[src/rtl/decim_serial.sv]
// decim_serial: multi-channel binary-to-BCD converter built on one shared
// shift-and-add-3 (double-dabble) engine.
//
// Ports:
//   clk         system clock, rising edge
//   rst_n       asynchronous active-low reset
//   start       conversion request (taken only while busy=0)
//   values_in   CHANNELS x W_IN packed unsigned inputs, channel c at [c*W_IN +: W_IN]
//   digits_out  CHANNELS x DIGITS BCD digits, channel c digit d at [(c*DIGITS+d)*4 +: 4]
//   ovf_out     per-channel flag, set when the value exceeds 10^DIGITS-1
//   busy        high whenever the engine is not idle
//   done        one-cycle pulse in the cycle digits_out/ovf_out are first valid
//
// Handshake: start is sampled on a rising edge only while busy=0; that edge
// snapshots values_in and begins a conversion. Requests made while busy=1
// (including the done cycle) are dropped, never queued. done pulses once per
// accepted request, and the outputs hold until the next done.
//
// Optional build macro DECIM_SERIAL_LZ_BLANK_EN: leading zero digits (never
// digit 0) are replaced by 4'hF, the blank glyph code, on the way to digits_out.

module decim_serial #(
  parameter int W_IN     = 8,
  parameter int DIGITS   = 3,
  parameter int CHANNELS = 6
) (
  input  logic                         clk,
  input  logic                         rst_n,
  input  logic                         start,
  input  logic [CHANNELS*W_IN-1:0]     values_in,
  output logic [CHANNELS*DIGITS*4-1:0] digits_out,
  output logic [CHANNELS-1:0]          ovf_out,
  output logic                         busy,
  output logic                         done
);

  localparam int DW   = DIGITS * 4;
  localparam int MW   = (W_IN > 14) ? W_IN : 14;
  localparam int CNTW = $clog2(W_IN);
  localparam int CHW  = (CHANNELS > 1) ? $clog2(CHANNELS) : 1;

  localparam logic [MW-1:0]   MAX_VAL  = MW'(10 ** DIGITS - 1);
  localparam logic [CNTW-1:0] CNT_LAST = CNTW'(W_IN - 1);
  localparam logic [CHW-1:0]  CH_LAST  = CHW'(CHANNELS - 1);

  typedef enum logic [2:0] {
    S_IDLE  = 3'd0,
    S_LOAD  = 3'd1,
    S_SHIFT = 3'd2,
    S_STORE = 3'd3,
    S_DONE  = 3'd4
  } state_t;

  state_t                       state_q,   state_d;
  logic [CHANNELS*W_IN-1:0]     snap_q,    snap_d;
  logic [CHW-1:0]               ch_q,      ch_d;
  logic [DW-1:0]                acc_q,     acc_d;
  logic [W_IN-1:0]              sr_q,      sr_d;
  logic [CNTW-1:0]              cnt_q,     cnt_d;
  logic                         ovf_q,     ovf_d;
  logic [CHANNELS*DW-1:0]       res_dig_q, res_dig_d;
  logic [CHANNELS-1:0]          res_ovf_q, res_ovf_d;
  logic [CHANNELS*DW-1:0]       dig_out_q, dig_out_d;
  logic [CHANNELS-1:0]          ovf_out_q, ovf_out_d;
  logic                         busy_q,    busy_d;
  logic                         done_q,    done_d;

  logic [DW-1:0]                acc_adj;
  logic [W_IN-1:0]              cur_val;
  logic [CHANNELS*DW-1:0]       shown;

  // Add-3 correction applied to every digit before each shift.
  always_comb begin
    acc_adj = acc_q;
    for (int d = 0; d < DIGITS; d++) begin
      if (acc_q[d*4 +: 4] >= 4'd5) begin
        acc_adj[d*4 +: 4] = acc_q[d*4 +: 4] + 4'd3;
      end
    end
  end

  always_comb begin
`ifdef DECIM_SERIAL_LZ_BLANK_EN
    logic lead;
    lead      = 1'b0;
`endif
    state_d   = state_q;
    snap_d    = snap_q;
    ch_d      = ch_q;
    acc_d     = acc_q;
    sr_d      = sr_q;
    cnt_d     = cnt_q;
    ovf_d     = ovf_q;
    res_dig_d = res_dig_q;
    res_ovf_d = res_ovf_q;
    dig_out_d = dig_out_q;
    ovf_out_d = ovf_out_q;
    cur_val   = snap_q[int'(ch_q)*W_IN +: W_IN];

    case (state_q)
      S_IDLE: begin
        if (start) begin
          snap_d  = values_in;
          ch_d    = '0;
          state_d = S_LOAD;
        end
      end
      S_LOAD: begin
        acc_d   = '0;
        sr_d    = cur_val;
        cnt_d   = '0;
        // Sole overflow source: bits lost off the top digit while shifting
        // are deliberately ignored.
        ovf_d   = (MW'(cur_val) > MAX_VAL);
        state_d = S_SHIFT;
      end
      S_SHIFT: begin
        {acc_d, sr_d} = {acc_adj, sr_q} << 1;
        cnt_d         = cnt_q + CNTW'(1);
        if (cnt_q == CNT_LAST) begin
          state_d = S_STORE;
        end
      end
      S_STORE: begin
        res_dig_d[int'(ch_q)*DW +: DW] = ovf_q ? {DIGITS{4'h9}} : acc_q;
        res_ovf_d[ch_q]                = ovf_q;
        if (ch_q == CH_LAST) begin
          state_d = S_DONE;
        end else begin
          ch_d    = ch_q + CHW'(1);
          state_d = S_LOAD;
        end
      end
      S_DONE: begin
        state_d = S_IDLE;
      end
      default: begin
        state_d = S_IDLE;
      end
    endcase

    // Result buffers as they will be after this edge, so the last channel's
    // store lands in the outputs on the same edge that enters DONE.
    shown = res_dig_d;
`ifdef DECIM_SERIAL_LZ_BLANK_EN
    for (int c = 0; c < CHANNELS; c++) begin
      lead = 1'b1;
      for (int d = DIGITS - 1; d >= 1; d--) begin
        if (lead && (shown[(c*DIGITS+d)*4 +: 4] == 4'd0)) begin
          shown[(c*DIGITS+d)*4 +: 4] = 4'hF;
        end else begin
          lead = 1'b0;
        end
      end
    end
`endif
    if ((state_q == S_STORE) && (state_d == S_DONE)) begin
      dig_out_d = shown;
      ovf_out_d = res_ovf_d;
    end

    busy_d = (state_d != S_IDLE);
    done_d = (state_d == S_DONE);
  end

  always_ff @(posedge clk or negedge rst_n) begin
    if (!rst_n) begin
      state_q   <= S_IDLE;
      snap_q    <= '0;
      ch_q      <= '0;
      acc_q     <= '0;
      sr_q      <= '0;
      cnt_q     <= '0;
      ovf_q     <= 1'b0;
      res_dig_q <= '0;
      res_ovf_q <= '0;
      dig_out_q <= '0;
      ovf_out_q <= '0;
      busy_q    <= 1'b0;
      done_q    <= 1'b0;
    end else begin
      state_q   <= state_d;
      snap_q    <= snap_d;
      ch_q      <= ch_d;
      acc_q     <= acc_d;
      sr_q      <= sr_d;
      cnt_q     <= cnt_d;
      ovf_q     <= ovf_d;
      res_dig_q <= res_dig_d;
      res_ovf_q <= res_ovf_d;
      dig_out_q <= dig_out_d;
      ovf_out_q <= ovf_out_d;
      busy_q    <= busy_d;
      done_q    <= done_d;
    end
  end

  assign digits_out = dig_out_q;
  assign ovf_out    = ovf_out_q;
  assign busy       = busy_q;
  assign done       = done_q;

endmodule

[config.mk]
export PLATFORM = sky130hd
export DESIGN_NAME = decim_serial
export DESIGN_NICKNAME = d
export VERILOG_FILES = /design/src/rtl/decim_serial.sv
export SDC_FILE = /design/constraint.sdc
export NUM_CORES = 1
export LEC_CHECK = 0
export BUFFER_PORTS_ARGS = -buffer_cell sky130_fd_sc_hd__buf_2
export CORE_MARGIN = 2
export CORE_UTILIZATION = 55
export CTS_BUF_LIST = sky130_fd_sc_hd__clkbuf_8
export CTS_CLUSTER_SIZE = 40
export DETAILED_ROUTE_END_ITERATION = 16
export PLACE_DENSITY = 0.79
export SYNTH_ARGS = -nofsm -noshare
export SYNTH_HDL_FRONTEND = slang
export SYNTH_SLANG_ARGS = --single-unit
[constraint.sdc]
create_clock -name clk -period 3.65 [get_ports clk]
set_input_delay 0.365 -clock clk [delete_from_list [all_inputs] [get_ports clk]]
set_output_delay 0.365 -clock clk [all_outputs]
set_load 0.02 [all_outputs]
==> impl_metrics.py <==
metrics = {
    "floorplan": {
        "placement_rows": 52,
        "die_x_um": 146,
        "fp.coreArea_um2": 20000,
        "top_level_ports": 131,
        "die_height_um": 146,
        "floorplan.die_area_um2": 21400,
        "initial_utilization": 0.556,
    },
    "synthesis": {
        "proportion_of_synthesized_chip_area_in_sequential_cells": 0.528,
        "post_synth_instance_area_um2": 11100,
        "postSynthCellCount": 935,
        "synth_top_family_by_area": "multiplexers",
        "synth_enable_flop_cells": 0,
        "synth-compound-area-share": 0.0945,
        "synth.area.mux_share": 0.220,
        "synthSimpleGateAreaFrac": 0.0933,
        "yosysWarnings": 0,
        "syn-num-nets": 1005,
        "leading_register_cell_type_out_of_synthesis": "dfrtp_1",
        "proportion_of_synthesized_flip_flops_having_asynchronous_set_or_reset": 1.00,
        "yosys.area_share.adder": 0.0220,
        "synth_xor_area_frac": 0.0102,
        "syn-mean-instance-area_um2": 11.9,
        "postSynthRegisterBits": 235,
        "synthDistinctLibCells": 65,
    },
    "route": {
        "detail_route.wl_per_cell_um": 18.6,
        "vias": 7845,
        "post-route-drc-count": 0,
        "antenna_left": 0,
        "drt-initial-drc-count": 648,
        "drt_pre_antenna_iters": 5,
        "post_drt_via_cell_ratio": 5.68,
        "routed_wirelength_mm": 25.8,
    },
    "cells_and_area": {
        "area_taken_by_multi_input_logic_gates_um2": 4930,
        "register_area_um2": 5880,
        "cell_count_final_fillers_out": 1382,
        "layout.core_utilization": 0.649,
        "insertedDiodeCount": 0,
        "nets": 1155,
        "layout-drive-gt1-share": 0.398,
        "fillers": 1602,
        "areaGrowthSynthToFinish_pct": 16.7,
        "fin_area_um2": 13000,
    },
    "sta": {
        "timing.final.max_slew_violations": 0,
        "worst_clock_skew_ns": 0.0202,
        "period_minus_slack_ns": 3.52,
        "final_hold_viol_count": 0,
        "period_share": 0.964,
        "timing.fmax_mhz": 284,
        "tightest_slew_ns": 0.807,
        "setup_violations": 0,
        "maxSlewHeadroom": 0.462,
        "rsz0062_at_grt": "no",
        "final.setup.tns_ns": 0,
    },
    "placement": {
        "gp_congestion": 0.933,
        "hpwlAfterDp_mm": 17.7,
        "placed_cell_count": 1314,
        "dpl_cell_area_um2": 12200,
        "port-buffer-count": 130,
    },
    "critical_path": {
        "reg2reg_depth": 12,
        "critical-path-top-cell-by-count": "ha_2",
        "critical_path.reg2reg.startpoint": "ch_q[1]$_DFFE_PN0P_",
        "critical_path.max_fanout": 4,
        "setup.worst_path.start": "ch_q[1]$_DFFE_PN0P_",
        "cp_top_family": "simple AND/OR/NAND/NOR gates",
        "timing.critical_path.depth": 12,
        "worstPathCellList": "ha_2 > inv_2 > fa_2 > xor2_4 > and3_1 > ha_2 > or3b_2 > a41o_1 > a32oi_2 > and3_4 > mux2_4 > mux2_2",
        "critical_path.reg2reg.endpoint": "digits_out[55]$_DFFE_PN0P_",
        "worst-r2r-setup-slack_ns": 0.13,
        "critPathKind": "reg2reg",
        "cp_slowest_stage_delay_ns": 0.43,
        "worst_ep_required_time_ns": 4.06,
        "cp_slowest_cell": "or3b_2",
        "timing.critical_path.from_type": "flop",
        "last_element_of_the_critical_path": "digits_out[55]$_DFFE_PN0P_",
        "timing.critical_path.buf_inv": 1,
        "crit_arrival_ns": 3.93,
        "cp-end-kind": "flop",
    },
    "grt": {
        "maximum_number_of_pins_on_one_net_before_global_route_repair": 107,
        "grt_antenna_before_repair": 0,
        "grt_pass1_wl_mm": 41.5,
        "overall_global_routing_resource_usage": 0.243,
        "overflow": 0,
        "via_count_of_the_first_global_routing_pass": 8027,
    },
    "cts": {
        "clk_transition_reported_paths_ns": 0.06,
        "clk-insertion-delay-late_ns": 0.54,
        "ctsLongestPathBuffers": 3,
        "htree_levels": 2,
        "inserted_clock_buffers": 38,
        "post-cts-setup-buffer-count": 0,
        "clkSinkCount": 235,
        "ctsRootBufferMaster": "clkbuf_8",
        "tritoncts": "built",
    },
    "pwr": {
        "design_power_total_mw": 9.73,
        "vdd_drop_max_v": 0.000327,
        "total_leakage_power_nw": 6.33,
        "cellPowerDensity_nw_per_um2": 748,
    },
    "worst_hold_path": {
        "hold_path_class": "in2reg",
        "whs_path_depth": 2,
    },
    "run": {
        "cap_viol_max_count": 0,
    },
    "status": {
        "status": "finished clean",
    },
}
stage by stage:
step,hold slack (ns),worst slack [ns]
final,0.0526,0.133
after global routing,0.0511,0.0261
after CTS,0.0391,0.0380
after detailed placement,0.464,0.00143
after global placement,0.454,0.0928
after floorplan,0.0694,0.00765
how the worst min path moves through the flow:
stage,start,slack [ns],end
2_1_floorplan,rst_n,0.07,acc_q[0]$_DFFE_PN0P_
3_3_place_gp,res_dig_q[67]$_DFF_PN0_,0.45,res_dig_q[67]$_DFF_PN0_
3_5_place_dp,res_dig_q[2]$_DFF_PN0_,0.46,res_dig_q[2]$_DFF_PN0_
4_1_cts,values_in[15],0.04,snap_q[15]$_DFFE_PN0P_
5_1_grt,values_in[18],0.05,snap_q[18]$_DFFE_PN0P_
6_report,values_in[23],0.05,snap_q[23]$_DFFE_PN0P_
cell usage in the layout (no fill, tap or decap), types with 8 or more instances in the layout:
cell | netlist | routed
buf_2 | 20 | 129
nor2b_1 | 11 | 11
o21ai_0 | 71 | 71
mux4_2 | 8 | 8
nor3_1 | 9 | 9
dfrtp_1 | 235 | 233
clkbuf_8 | 0 | 49
mux2i_1 | 16 | 16
nor2_1 | 31 | 31
inv_1 | 20 | 29
mux2_2 | 181 | 181
nand3_1 | 16 | 15
nand2_1 | 90 | 90
buf_4 | 3 | 40
a221o_1 | 9 | 9
a21oi_1 | 25 | 25
ha_1 | 18 | 16
a22oi_1 | 9 | 9
and2_1 | 11 | 11
layer usage:
metal  vias to the layer above  GRT usage  part of all wire
met3                        44     0.0522             0.079
met5                         -          0                 0
met2                       289      0.384              0.46
met4                         0     0.0791             0.020
li1                       3636          -                 -
met1                      3876      0.339              0.44
area by class of cell:
class | count | area share
well taps | 270 | 0.0260
repair buffers | 173 | 0.0778
clock inverters | 18 | 0.00616
clock buffers | 49 | 0.0519
multi-input cells | 616 | 0.380
inverters | 21 | 0.00606
flip-flops and latches | 235 | 0.453
cells by family (layout without fill, tap and decap cells):
kind of cell,Yosys count,after routing
adder cells (fa/ha/maj),19,19
XOR/XNOR,10,10
flip-flops,235,235
AO/OA/AOI/OAI,166,166
AND/OR/NAND/NOR,211,211
multiplexers,210,210
buffers and inverters,84,261
worst reg2reg max path, stage by stage (launching register included):
cell     delay (ns)
dfrtp_1        0.39
ha_2           0.21
inv_2          0.06
fa_2           0.39
xor2_4         0.17
and3_1         0.20
ha_2           0.17
or3b_2         0.43
a41o_1         0.22
a32oi_2        0.28
and3_4         0.29
mux2_4         0.32
mux2_2         0.28
timing repair:
action                                  CTS  global route
resized for setup                         1             3
hold endpoints to repair                102             0
endpoints found under the setup margin    1             8
hold buffers                              1             0
synth_stat cells, drive strengths merged (4+ instances only):
library cell | number | share of area
a22oi | 9 | 0.0061
o31ai | 5 | 0.0034
nor2 | 31 | 0.010
o2bb2ai | 6 | 0.0047
or3 | 4 | 0.0022
nor2b | 11 | 0.0062
inv | 20 | 0.0067
mux2i | 16 | 0.014
o21ai | 72 | 0.033
nand4 | 5 | 0.0034
nand2b | 6 | 0.0034
dfrtp | 235 | 0.53
a221o | 9 | 0.0081
ha | 18 | 0.020
and3 | 7 | 0.0039
nand2 | 90 | 0.030
nor3 | 9 | 0.0040
clkbuf | 34 | 0.011
buf | 29 | 0.013
xnor2 | 7 | 0.0055
and2 | 12 | 0.0067
a21oi | 25 | 0.011
o22ai | 7 | 0.0039
mux4 | 8 | 0.016
nand3 | 19 | 0.0099
mux2 | 186 | 0.19
where the power goes:
part / internal [mW] / switching, mW / total [mW] / leakage, nW
clock: 1.20 / 1.01 / 2.21 / 0.432
sequential: 3.15 / 0.438 / 3.59 / 3.12
combinational: 1.70 / 2.23 / 3.93 / 2.77
total: 6.05 / 3.67 / 9.73 / 6.33
flip-flops by register name, indices dropped and copies added (netlist names):
| signal | cells |
|---|---|
| acc_q | 12 |
| busy | 1 |
| ch_q | 3 |
| cnt_q | 3 |
| digits_out | 72 |
| done | 1 |
| ovf_out | 6 |
| res_dig_q | 72 |
| res_ovf_q | 6 |
| snap_q | 48 |
| sr_q | 8 |
| state_q | 3 |
Note: power is estimated with default switching activity, not from simulation.
